<file path="src/rtl/stack_controller.sv">
// stack_controller: push/pop/peek command FSM driving an external stack memory.
module stack_controller #(
  parameter int REG_BITS = 32,
  parameter int DEPTH    = 64
) (
  input  logic                clk,
  input  logic                reset_n,
  input  logic                cmd_valid,
  input  logic [1:0]          cmd_op,
  input  logic [REG_BITS-1:0] cmd_data,
  output logic                cmd_ready,
  output logic                resp_valid,
  output logic [REG_BITS-1:0] resp_data,
  output logic                resp_err,
  output logic [REG_BITS-1:0] SP,
  output logic [1:0]          StackWriteSrc,
  output logic [REG_BITS-1:0] write_data,
  input  logic [REG_BITS-1:0] read2,
  output logic                full,
  output logic                empty
);
  typedef enum logic [1:0] {IDLE, WRITE, RD_WAIT, RESP} state_t;
  state_t              state_q;
  logic [REG_BITS-1:0] sp_q, wdata_q, rdata_q;
  logic [1:0]          wsrc_q;
  logic                rvalid_q, rerr_q, pop_q, err_q;
  assign full          = sp_q == REG_BITS'(DEPTH);
  assign empty         = sp_q == '0;
  assign cmd_ready     = state_q == IDLE;
  assign resp_valid    = rvalid_q;
  assign resp_data     = rdata_q;
  assign resp_err      = rerr_q;
  assign SP            = sp_q;
  assign StackWriteSrc = wsrc_q;
  assign write_data    = wdata_q;
  always_ff @(posedge clk or negedge reset_n) begin
    if (!reset_n) begin
      state_q  <= IDLE;
      sp_q     <= '0;
      wdata_q  <= '0;
      rdata_q  <= '0;
      wsrc_q   <= 2'b00;
      rvalid_q <= 1'b0;
      rerr_q   <= 1'b0;
      pop_q    <= 1'b0;
      err_q    <= 1'b0;
    end else begin
      rvalid_q <= 1'b0;
      case (state_q)
        IDLE: if (cmd_valid) begin
          pop_q <= cmd_op == 2'b01;
          err_q <= 1'b0;
          if (cmd_op == 2'b00 && !full) begin
            wdata_q <= cmd_data;
            wsrc_q  <= 2'b01;
            state_q <= WRITE;
          end else if ((cmd_op == 2'b01 || cmd_op == 2'b10) && !empty) begin
            state_q <= RD_WAIT;
          end else begin
            // rejected commands still travel through RESP to keep a 2-cycle latency
            err_q   <= 1'b1;
            state_q <= RESP;
          end
        end
        WRITE: begin
          wsrc_q   <= 2'b00;
          sp_q     <= sp_q + REG_BITS'(1);
          rvalid_q <= 1'b1;
          rerr_q   <= 1'b0;
          state_q  <= IDLE;
        end
        RD_WAIT: state_q <= RESP;
        RESP: begin
          rvalid_q <= 1'b1;
          rerr_q   <= err_q;
          if (!err_q) begin
            rdata_q <= read2;
            if (pop_q) sp_q <= sp_q - REG_BITS'(1);
          end
          state_q <= IDLE;
        end
      endcase
    end
  end
endmodule

</file>
<file path="config.mk">
export PLATFORM = sky130hd
export DESIGN_NAME = stack_controller
export DESIGN_NICKNAME = d
export VERILOG_FILES = /design/src/rtl/stack_controller.sv
export SDC_FILE = /design/constraint.sdc
export NUM_CORES = 1
export LEC_CHECK = 0
export BUFFER_PORTS_ARGS = -buffer_cell sky130_fd_sc_hd__buf_2
export CAP_MARGIN = 20
export CORE_MARGIN = 3
export CORE_UTILIZATION = 50
export CTS_CLUSTER_DIAMETER = 40
export DETAILED_ROUTE_END_ITERATION = 12
export PLACE_DENSITY_LB_ADDON = 0.15
export SYNTH_ARGS = -nofsm -noshare
export SYNTH_HDL_FRONTEND = slang
export SYNTH_SLANG_ARGS = --single-unit
</file>
<file path="constraint.sdc">
create_clock -name clk -period 8.9 [get_ports clk]
set_input_delay 0.89 -clock clk [delete_from_list [all_inputs] [get_ports clk]]
set_output_delay 0.89 -clock clk [all_outputs]
set_load 0.02 [all_outputs]
</file>
Word-level counts from Yosys, hierarchy flattened:

Cells that the tools add are included.
W data, S select, Z words.

* $add $sub $neg: 2
* equality and inequality tests: 10
* multiplexer cells: 14
* bitwise gates (word level): 1
* reduce and logical (&&, ||, !) cells: 16

Operators with widths (number)
* $mux W32: 2
* $pmux W32 S2: 1
* $add A32 B1 Y32 const B: 1
* $eq A32 B7 Y1 const B: 1
* $logic_not A32 Y1: 1
* $sub A32 B1 Y32 const B: 1
* $reduce_and A3 Y1: 3
* $mux W2: 4
* $eq A2 B2 Y1 const B: 3
* $ne A2 B2 Y1 const B: 3
* $pmux W2 S3: 1
* $eq A2 B1 Y1 const B: 2
* $logic_not A2 Y1: 2
* $mux W1: 4
* $pmux W2 S2: 1
* $reduce_and A2 Y1: 2
* $reduce_bool A2 Y1: 2
* $logic_and A1 B1 Y1: 2
* $logic_not A1 Y1: 2
* $ne A2 B1 Y1 const B: 1
* $pmux W1 S2: 1
* $reduce_or A2 Y1: 1
* $logic_or A1 B1 Y1: 1
* $not A1 Y1: 1

* bits in registers: 104
* bits of input ports: 69
* output and inout bits: 103
* word-level logic and storage cells: 52

Logic depth before layout (Yosys ltp):

* depth after elaboration: 7
* gate-level depth with buffers: 13
* gate-level depth less buffers: 9

Least setup slack after synthesis:

No wires, ideal clock.

* kind: register to register
* start: register state_q[1]
* end: register sp_q[26] (netlist: SP[26])
* setup time: 128 ps
* data arrival time: 3503 ps
* required time: 8772 ps
* path slack: 5269 ps
* stages on the path, launching flop included: 14
* path buffers: 4
* clock period less this slack: 3631 ps
* cell sequence: dfrtp_1 > clkbuf_1 > nand2_1 > clkbuf_1 > clkbuf_1 > buf_1 > xnor2_1 > ha_1 > nand3_1 > nor4_1 > o22ai_1 > or3b_2 > mux2i_1 > xor2_1

* word-level cells in the longest chain between the ends: 3
* elaborated cells between the ends (all ways): 7
* those cells by class: 4 x eq/ne; 1 x mux; 2 x reduce/logical

Ends and longest elaborated chain
* start, declared: RTL line 23 `state_t state_q;`
* start signal, assigned: RTL line 38 `state_q <= IDLE;`
* start signal, assigned: RTL line 56 `state_q <= WRITE;`
* start signal, assigned: RTL line 58 `state_q <= RD_WAIT;`
* $eq A2 B2 Y1 or $eq A2 B1 Y1 (tied branches): RTL line 49 `case (state_q)`
* $ne A2 B2 Y1 (no line) or $reduce_bool A2 Y1 (tied branches)
* $reduce_and A3 Y1 (no line)
* end signal, assigned: RTL line 67 `sp_q <= sp_q + REG_BITS'(1);`
* end signal, assigned: RTL line 78 `if (pop_q) sp_q <= sp_q - REG_BITS'(1);`
* end, declared: RTL line 24 `logic [REG_BITS-1:0] sp_q, wdata_q, rdata_q;`

Parallel ways exist; a longest one is shown, timed or not.
A chain may end at the register's enable or synchronous reset.

Final worst setup path:

* start: register state_q[0]
* end: register sp_q[26] (netlist: SP[26])

Same word-level chain as after synthesis.

==> summary.txt <==
Status
  – Outcome: complete, no violations

Worst setup path
  – Endpoint of the most critical register-to-register path: SP[26]
  – Crit path DAT: 3.66 ns
  – CP endpoint kind: flip-flop
  – Startpoint of the most critical setup path: state_q[0]
  – Launching point of the worst reg2reg path: state_q[0]
  – Required @ worst endpoint: 9.12 ns
  – Worst reg-to-reg path cell count: 10
  – Category of the worst setup path launch point: flip-flop
  – Critical path start-end classification: reg2reg
  – Slack of the worst reg-to-reg path: 5.46 ns
  – Crit path capture: SP[26]
  – Maximum fanout encountered on the critical timing path: 37

Power and ir drop
  – Comb pwr share: 48.0%
  – Peak supply drop: 0.209 mV
  – Part of the total power dissipated in the clock network: 15.6%
  – Power per cell area: 383 nW/µm²
  – Sequential cell fraction of total power: 36.4%
  – Share of total power consumed by net switching: 45.3%
  – Net Sw Power: 1180 µW
  – Leak: 0.00314 µW
  – Cell-internal power: 1430 µW
  – Total power: 2610 µW

Hold path
  – Worst hold-check path type: reg2reg

Synthesis
  – Primary flip-flop cell chosen by synthesis mapping: sky130_fd_sc_hd__dfrtp_1
  – Number of synthesized flops with an enable pin: 0
  – Synth warn: 0
  – Sequential-to-total area share from yosys stat: 45.7%
  – Number of different library cells in the post-synthesis netlist: 69
  – Cells taking the most area after synthesis: sky130_fd_sc_hd__dfrtp_1 46%, sky130_fd_sc_hd__mux2_4 8.0%, sky130_fd_sc_hd__mux2_2 7.2%
  – Synthesized cell area: 5640 µm²
  – Yosys top cell area share: 45.7%
  – Cells after synthesis: 520
  – Syn Nets: 592
  – Syn_area_per_cell: 10.8 µm²
  – Largest area contributor in the netlist: sky130_fd_sc_hd__dfrtp_1
  – Flip-flop and latch count after synthesis: 103
  – Synth async-reset ratio: 100%

Global route
  – Number of antenna violations at the first check in global routing: 0
  – Global-route wire length before repair: 25.0 mm
  – Maximum number of pins on one net before global-route repair: 64
  – Vias in the first global route: 4,772
  – Combined global-route utilization of all metal layers: 24.4%
  – Total congestion overflow: 0

Cells and area
  – Layout cell share with drive strength beyond 1: 40.7%
  – Final standard cell area without fillers: 6820 µm²
  – Post-layout instance count excluding filler cells: 811
  – Antenna diode count: 0
  – Final core occ: 62.3%
  – Fin nets: 738
  – Synth-to-layout area growth: 20.8%

Detailed routing
  – Total wire length: 15.5 mm
  – Violation count after the first detailed-routing iteration: 331
  – Antenna Violating Nets Remaining: 0
  – DRC violation count after routing: 0
  – Total vias in the final route: 4,734
  – Post-DR wirelength/cell: 19.1 µm
  – Pre-antenna DRT Iters: 5
  – DR vias/cell: 5.84

Timing
  – Post-route clock skew: 0.0108 ns
  – Final setup TNS: 0 ns
  – Number of max-slew violations in the final report: 0
  – Highest achievable clock rate: 291 MHz
  – Hold violation count in the final report: 0
  – Setup repair after global routing missed its margin: no
  – Tightest slew margin relative to the limit: 49.8%
  – Clock period minus worst slack: 3.44 ns
  – Final period utilization: 38.6%
  – Setup violations, final: 0
  – Slew at the pin closest to its max-slew limit: 0.747 ns

Placement
  – Detailed Place HPWL: 11.6 mm
  – Weighted congestion at the end of routability-driven global placement: 0.935
  – Placed Cells: 795
  – Number of port buffers: 170
  – Cell Area, Placed: 6510 µm²

CTS
  – Setup fix buffers added after clock tree synthesis: 0
  – CTS Hold Bufs: 0
  – Clock transition at the registers of the reported paths: 0.07 ns
  – Inserted Clock Buffers: 9
  – Number of sinks on the clock net: 103
  – Clock buffer depth: 2
  – Master cell of the clock root buffer: sky130_fd_sc_hd__clkbuf_16
  – H-tree Lvls: 3
  – Cts repair resizes: 0
  – Clock latency reported for the late side of the worst-skew pair: 0.34 ns
  – CTS tree: built

Run
  – Number of maximum-capacitance constraint violations: 0

Die
  – Number of cell rows: 38
  – Horiz. Die Dim: 112 µm
  – Top-level I/O count: 172
  – Die boundary height: 112 µm
  – Die Area: 12,600 µm²
  – Floorplan core area: 10,900 µm²
  – Starting density of the core: 51.6%
==> per-stage QoR <==
| step | setup slack (ns) | hold slack (ns) |
|---|---|---|
| 6_report | 5.46 | 0.486 |
| 3_3_place_gp | 5.68 | 0.472 |
| 3_5_place_dp | 5.56 | 0.478 |
| 4_1_cts | 5.48 | 0.492 |
| 2_1_floorplan | 5.27 | 0.494 |
| 5_1_grt | 5.26 | 0.522 |
==> power groups by stage <==
| stage | registers, µW | logic, µW | clock network, µW |
|---|---|---|---|
| final | 950 | 1250 | 408 |
| after global placement | 934 | 1250 | 0 |
| after global routing | 989 | 1340 | 436 |
| after CTS | 944 | 1260 | 416 |
| after detailed placement | 953 | 1250 | 0 |
| after floorplan | 1090 | 690 | 0 |
==> worst min-delay path by stage <==
stage,slack [ns],from,to,cells after the start
final,0.49,StackWriteSrc[0],StackWriteSrc[0],1
after global placement,0.47,StackWriteSrc[0],StackWriteSrc[0],1
after detailed placement,0.48,StackWriteSrc[0],StackWriteSrc[0],1
after CTS,0.49,SP[31],SP[31],1
after global routing,0.52,resp_data[0],resp_data[0],1
after floorplan,0.49,pop_q,pop_q,1
==> worst max-delay path, cell delays in order, from the launching register on <==
cell	delay [ns]
sky130_fd_sc_hd__dfrtp_1	0.58
sky130_fd_sc_hd__nand2_1	0.15
sky130_fd_sc_hd__buf_4	0.36
sky130_fd_sc_hd__xnor2_1	0.17
sky130_fd_sc_hd__ha_1	0.28
sky130_fd_sc_hd__nand3_1	0.12
sky130_fd_sc_hd__nor4_1	0.52
sky130_fd_sc_hd__o22ai_1	0.26
sky130_fd_sc_hd__or3b_2	0.54
sky130_fd_sc_hd__mux2i_1	0.15
sky130_fd_sc_hd__xor2_1	0.16
==> kinds of logic after synthesis <==
kind of cell    synth area share, %
other cells                  0.0665
buf+inv                        4.19
xor+xnor                       4.97
fa+ha+maj                     0.666
mux                            17.7
compound gates                 8.67
flops                          45.7
simple gates                   18.1
==> registers in the layout, summed over array words and instances, names as in the netlist <==
signal and cells:
resp_valid 1, resp_data 32, resp_err 1, pop_q 1, SP 32, state_q 2, write_data 32, StackWriteSrc 1
err_q 1
==> synthesized netlist by cell type (3+ instances only) <==
master	n
sky130_fd_sc_hd__clkbuf_1	25
sky130_fd_sc_hd__nand3b_1	3
sky130_fd_sc_hd__nand3_1	14
sky130_fd_sc_hd__or2_2	3
sky130_fd_sc_hd__a22oi_1	3
sky130_fd_sc_hd__inv_1	5
sky130_fd_sc_hd__mux2_2	36
sky130_fd_sc_hd__or4_1	3
sky130_fd_sc_hd__nor3_1	18
sky130_fd_sc_hd__buf_1	8
sky130_fd_sc_hd__nand4_1	14
sky130_fd_sc_hd__xor2_1	14
sky130_fd_sc_hd__mux2_4	30
sky130_fd_sc_hd__nor2_1	27
sky130_fd_sc_hd__nor4_1	19
sky130_fd_sc_hd__buf_12	3
sky130_fd_sc_hd__nand2b_1	4
sky130_fd_sc_hd__o22ai_1	4
sky130_fd_sc_hd__buf_2	3
sky130_fd_sc_hd__a21boi_0	3
sky130_fd_sc_hd__nand2_1	40
sky130_fd_sc_hd__xnor2_1	18
sky130_fd_sc_hd__ha_1	3
sky130_fd_sc_hd__and3_1	4
sky130_fd_sc_hd__and2_1	9
sky130_fd_sc_hd__o21ai_0	13
sky130_fd_sc_hd__dfrtp_1	103
sky130_fd_sc_hd__or3_1	8
sky130_fd_sc_hd__mux2i_1	14
sky130_fd_sc_hd__a21oi_1	11
sky130_fd_sc_hd__a31oi_1	7
==> metal layers <==
layer,wire [µm],global-route usage (%),vias to the layer above
met5,0,0,-
met1,6580,32.3,2319
li1,-,-,2184
met4,401,9.86,0
met2,7470,39.9,203
met3,1030,4.20,28
==> cell usage in the layout, fill, tap and decap left out, types with 9 or more instances in the layout <==
cell type / n
sky130_fd_sc_hd__dfrtp_1: 103
sky130_fd_sc_hd__clkbuf_16: 9
sky130_fd_sc_hd__nand4_1: 14
sky130_fd_sc_hd__mux2_4: 30
sky130_fd_sc_hd__nand3_1: 14
sky130_fd_sc_hd__and2_1: 9
sky130_fd_sc_hd__a21oi_1: 11
sky130_fd_sc_hd__buf_2: 169
sky130_fd_sc_hd__xnor2_1: 18
sky130_fd_sc_hd__o21ai_0: 13
sky130_fd_sc_hd__nand2_1: 40
sky130_fd_sc_hd__nor2_1: 27
sky130_fd_sc_hd__mux2i_1: 14
sky130_fd_sc_hd__nor4_1: 19
sky130_fd_sc_hd__xor2_1: 14
sky130_fd_sc_hd__mux2_2: 36
sky130_fd_sc_hd__nor3_1: 18
==> final cells by class <==
class	count	area (µm²)
multi-input combinational	371	2830
clock buffer	10	229
fill	944	4120
timing repair buffer	176	911
sequential	103	2580
tap	140	175
inverter	5	18.8
clock inverter	6	77.6
Note: power is estimated with default switching activity, not from simulation.
